File: src/rtl/multichannel_gain.sv
// Multichannel signed gain stage.
// Time-multiplexed samples are scaled by a per-channel runtime gain, then
// rounded (half up) and saturated back to DATA_W through a 2-stage pipeline.
// Sticky statistics report dropped out-of-range channels and clamped outputs.
module multichannel_gain #(
  parameter int NUM_CH = 4,
  parameter int DATA_W = 16,
  parameter int GAIN_W = 16,
  parameter int FRAC   = 8,
  parameter logic signed [GAIN_W-1:0] DEFAULT_GAIN = GAIN_W'(1 << FRAC),
  parameter int CNT_W  = 16,
  localparam int CH_W  = (NUM_CH > 1) ? $clog2(NUM_CH) : 1
) (
  input  logic                     clk,
  input  logic                     rst_n,
  input  logic                     param_en,
  input  logic [CH_W-1:0]          param_addr,
  input  logic signed [GAIN_W-1:0] param_in,
  input  logic                     data_en,
  input  logic [CH_W-1:0]          data_ch,
  input  logic signed [DATA_W-1:0] data_in,
  output logic                     data_en_out,
  output logic [CH_W-1:0]          ch_out,
  output logic signed [DATA_W-1:0] out,
  output logic                     sat_out,
  output logic                     ch_err,
  output logic [CNT_W-1:0]         sat_cnt,
  input  logic                     clr_stats
);

  localparam int PROD_W = DATA_W + GAIN_W;
  localparam logic [CH_W:0] CH_LIMIT = (CH_W + 1)'(NUM_CH);
  localparam logic signed [PROD_W:0] ROUND_HALF =
    (FRAC > 0) ? ((PROD_W + 1)'(1) << (FRAC - 1)) : '0;
  localparam logic signed [PROD_W:0] SAT_MAX =
    {{(PROD_W - DATA_W + 2){1'b0}}, {(DATA_W - 1){1'b1}}};
  localparam logic signed [PROD_W:0] SAT_MIN =
    {{(PROD_W - DATA_W + 2){1'b1}}, {(DATA_W - 1){1'b0}}};

  // Add half an LSB of the output scale, then drop the fractional bits.
  // One guard bit keeps the rounding add from wrapping.
  function automatic logic signed [PROD_W:0] round_shift(input logic signed [PROD_W-1:0] p);
    logic signed [PROD_W:0] r;
    r = (PROD_W + 1)'(p) + ROUND_HALF;
    return r >>> FRAC;
  endfunction

  // Clamp to the DATA_W range; returns {clamped_flag, value}.
  function automatic logic [DATA_W:0] saturate(input logic signed [PROD_W:0] s);
    if (s > SAT_MAX) begin
      return {1'b1, SAT_MAX[DATA_W-1:0]};
    end else if (s < SAT_MIN) begin
      return {1'b1, SAT_MIN[DATA_W-1:0]};
    end
    return {1'b0, s[DATA_W-1:0]};
  endfunction

  logic signed [GAIN_W-1:0] gain [NUM_CH];
  logic signed [GAIN_W-1:0] gain_sel;
  logic                     ch_ok;

  logic signed [PROD_W-1:0] prod_p1;
  logic [CH_W-1:0]          ch_p1;
  logic                     vld_p1;

  logic signed [DATA_W-1:0] res_p1;
  logic                     res_sat_p1;

  assign ch_ok = ({1'b0, data_ch} < CH_LIMIT);
  assign {res_sat_p1, res_p1} = saturate(round_shift(prod_p1));

  // Select the gain of the incoming channel (mux avoids out-of-range reads).
  always_comb begin
    gain_sel = '0;
    for (int i = 0; i < NUM_CH; i++) begin
      if (data_ch == CH_W'(i)) gain_sel = gain[i];
    end
  end

  // Gain register file; addresses beyond NUM_CH match no entry and are ignored.
  // The multiplier reads the pre-write value, so a same-cycle write affects the
  // next sample only.
  always_ff @(posedge clk or negedge rst_n) begin
    if (!rst_n) begin
      for (int i = 0; i < NUM_CH; i++) gain[i] <= DEFAULT_GAIN;
    end else if (param_en) begin
      for (int i = 0; i < NUM_CH; i++) begin
        if (param_addr == CH_W'(i)) gain[i] <= param_in;
      end
    end
  end

  // ---- stage 1: full-precision product ----
  // Stage 1 control: valid and channel tag; invalid channels never enter.
  always_ff @(posedge clk or negedge rst_n) begin
    if (!rst_n) begin
      vld_p1 <= 1'b0;
      ch_p1  <= '0;
    end else begin
      vld_p1 <= data_en && ch_ok;
      if (data_en && ch_ok) ch_p1 <= data_ch;
    end
  end

  // Stage 1 data: product register, loaded only for accepted samples.
  always_ff @(posedge clk) begin
    if (data_en && ch_ok) prod_p1 <= PROD_W'(gain_sel) * PROD_W'(data_in);
  end

  // ---- stage 2: round, saturate, present ----
  // Output register; holds the last result while idle.
  always_ff @(posedge clk or negedge rst_n) begin
    if (!rst_n) begin
      data_en_out <= 1'b0;
      ch_out      <= '0;
      out         <= '0;
      sat_out     <= 1'b0;
    end else begin
      data_en_out <= vld_p1;
      if (vld_p1) begin
        ch_out  <= ch_p1;
        out     <= res_p1;
        sat_out <= res_sat_p1;
      end
    end
  end

  // Sticky statistics; a clear takes priority over a same-cycle event.
  always_ff @(posedge clk or negedge rst_n) begin
    if (!rst_n) begin
      ch_err  <= 1'b0;
      sat_cnt <= '0;
    end else if (clr_stats) begin
      ch_err  <= 1'b0;
      sat_cnt <= '0;
    end else begin
      if (data_en && !ch_ok) ch_err <= 1'b1;
      if (vld_p1 && res_sat_p1 && (sat_cnt != '1)) sat_cnt <= sat_cnt + 1'b1;
    end
  end

endmodule

File: config.mk
export PLATFORM = sky130hd
export DESIGN_NAME = multichannel_gain
export DESIGN_NICKNAME = d
export VERILOG_FILES = /design/src/rtl/multichannel_gain.sv
export SDC_FILE = /design/constraint.sdc
export NUM_CORES = 1
export LEC_CHECK = 0
export CAP_MARGIN = 20
export CORE_MARGIN = 4
export CORE_UTILIZATION = 55
export DETAILED_ROUTE_END_ITERATION = 6
export PLACE_DENSITY = 0.87
export SYNTH_ARGS = -nofsm -noshare
export SYNTH_HDL_FRONTEND = slang
export SYNTH_SLANG_ARGS = --single-unit
File: constraint.sdc
create_clock -name clk -period 6.89 [get_ports clk]
set_input_delay 0.689 -clock clk [delete_from_list [all_inputs] [get_ports clk]]
set_output_delay 0.689 -clock clk [all_outputs]
set_load 0.01 [all_outputs]
==> results.tsv <==
stage	metric	value	unit
status	run_status	completed	
critical_path	setup.worst_path.start_class	input port	
synth	yosys_warnings	0	
die	die_width	176	um
route	vias_per_cell	5.46	
critical_path	cp-end-kind	flip-flop	
grt	grt_overflow_total	0	
die	start_util	55.6	%
finish	nets	2094	
synth	yosys_most_used_dff	dfrtp_1	
route	wl	37300	um
finish	layout-drive-gt1-share	19.7	%
place	hpwl	28800	um
sta	slew_violations	0	
clocking	cts_tree	built	
clocking	path_clk_slew	60	ps
synth	synth.distinct_cells	62	
synth	yosysTopAreaCellShare	33.8	%
grt	grt_pass1_vias	12630	
finish	postLayoutCellArea	18700	um2
critical_path	crit_fanout	7	
clocking	clock_path_buffers	2	
flow_run	maxCapViolCount	0	
die	fp.dieH	176	um
route	drc	0	
synth	netlist_area	15400	um2
grt	grt_first_pass_wirelength	61500	um
synth	synth-seq-cells	128	
finish	fin_util	67.2	%
route	ant_nets	0	
sta	max_freq	148	MHz
die	num_rows	61	
clocking	cts_made_buffers	17	
finish	antennaDiodeCount	0	
synth	synth.avg_cell_area	10.2	um2
route	drt_iter0_markers	866	
grt	antenna_found_initial	1	
clocking	hold_buffers	0	
sta	min_period_over_period	97.8	%
route	wire_per_inst	17.7	um
finish	syn_to_final_growth	20.8	%
die	core-area	27800	um2
route	vias	11475	
critical_path	arrival	6910	ps
grt	grt_max_degree	77	
die	die_area	30800	um2
worst_hold_path	hold_class	input port to asynchronous set/reset pin	
synth	async_reset_ff_share	80.5	%
sta	hold_viol	0	
place	place_congestion	1.03	
synth	synth_edf_count	25	
clocking	htree_num_levels	4	
synth	synth_top_area_cell	fa_1	
clocking	cts.sinks	128	
synth	synthCells	1513	
sta	finClkSkew	11.0	ps
critical_path	required	7060	ps
synth	synth_seq_area_share	21.6	%
sta	max_slew_margin	34.9	%
critical_path	worstSetupPathType	input port to flip-flop	
synth	synth_commonest_cells	inv_1, fa_1, nand2_1	
place	port_buffers	76	
die	ioPinCount	78	
clocking	cts-root-buf	clkbuf_16	
synth	ys_top_cells_by_area	fa_1, dfrtp_1, inv_1, ha_1, mux2_2	
clocking	clk_latency	420	ps
sta	worst_pin_slew	977	ps
sta	finalWorstPathRequiredPeriod	6740	ps
grt	track_usage	24.6	%
sta	fin_tns_setup	0	ps
synth	synth_fp_nets	1896	
sta	setup_violations	0	
place	dpl_cell_area	17600	um2
finish	nFillCells	1895	
synth	yosysMostFrequentCell	inv_1	
route	firstDrtPassIters	5	
area by class of cell:
class | instances | area [um2] | area share [%]
clock inverter | 13 | 151 | 0.811
inverter | 320 | 1200 | 6.44
multi-input combinational | 1012 | 10900 | 58.6
sequential | 128 | 3330 | 17.9
tap | 378 | 473 | 2.53
clock buffer | 19 | 454 | 2.43
timing repair buffer | 232 | 2120 | 11.4
per-layer routing:
layer  vias up  global-route usage [%]  routed length [um]
met5         -                       0                   0
met4         0                    7.83                1060
met3        94                    5.70                2970
met2       508                    42.5               18900
met1      5770                    31.1               14400
li1       5103                       -                   -
worst max-delay path, stage by stage:
cell     delay (ps)
buf_6           100
buf_12          120
mux4_2          600
and2_4          210
fa_1            520
inv_1            50
fa_1            510
inv_1            50
ha_2            170
fa_1            530
inv_1            50
fa_1            480
fa_1            540
inv_2            50
ha_4            250
a21oi_2         110
nand2_1          80
a221o_1         370
o41a_1          370
or4_4           540
a31o_1          260
a21oi_2         170
xnor2_1          90
final timing paths:
| kind | startpoint | endpoint | slack, ps | cells after the start |
|---|---|---|---|---|
| hold / removal | rst_n | sat_cnt[11] | 170 | 1 |
| max in group asynchronous | rst_n | gain[43] | 5430 | 2 |
| min in group clk | gain[16] | gain[16] | 500 | 1 |
| setup / recovery | data_ch[0] | prod_p1[17] | 150 | 23 |
| hold reg to reg | gain[16] | gain[16] | 500 | 1 |
| setup reg to reg | gain[4] | prod_p1[17] | 290 | 21 |
what timing repair did:
action | 4_1_cts | 5_1_grt
resized for setup | 41 | 25
cloned | 0 | 2
buffers inserted | 22 | 2
endpoints found under the setup margin | 12 | 9
pin swaps | 36 | 20
placed cells by master, fill, tap and decap left out, types with 7 or more instances in the layout:
cell type        netlist  layout
o21ai_0               22      19
ha_1                  81      73
ha_4                   0       7
mux2_2                69      69
nand3_1               21      21
clkdlybuf4s50_1        0      73
nor2_1                49      48
fa_2                   0       7
and2_4                 1      13
or3_1                 11      11
nand4_1                7       7
a21oi_1               60      53
inv_1                320     316
xor2_1                11      11
edfxtp_1              25      25
nor3_1                 8       8
and2_1               123     110
xnor2_1               37      37
fa_1                 261     254
buf_4                  1     138
mux4_2                14      16
o21a_1                11      11
clkbuf_16              0      20
buf_12                 0      10
and3_1                11      10
nand2_1              144     141
dfrtp_1               99      99
state kept, by name (all words and copies together) (netlist names):
| signal | flops |
|---|---|
| ch_p1 | 2 |
| sat_cnt | 16 |
| data_en_out | 1 |
| vld_p1 | 1 |
| out | 16 |
| ch_out | 2 |
| gain | 64 |
| sat_out | 1 |
| prod_p1 | 25 |
per-stage QoR:
stage                     setup slack [ps]  hold WS (ps)  std cells
after floorplan                    -0.0568           352       1513
after global placement                -554           480       2045
after detailed placement              -771           492       2045
after CTS                              134           172       2099
after global routing                 -35.8           185       2102
final                                  154           170       2102
kinds of logic after synthesis:
| kind of cell | synth area share (%) |
|---|---|
| AOI/OAI and AO/OA | 5.14 |
| adders and majority gates | 40.4 |
| buffers and inverters | 9.27 |
| muxes | 7.48 |
| and+or+nand+nor | 13.4 |
| DFF | 21.6 |
| xor gates and xnor gates | 2.72 |
| other | 0.0243 |
Power is not shown: default switching activity piles up to over one toggle a cycle in this logic, so the estimate is an artifact.
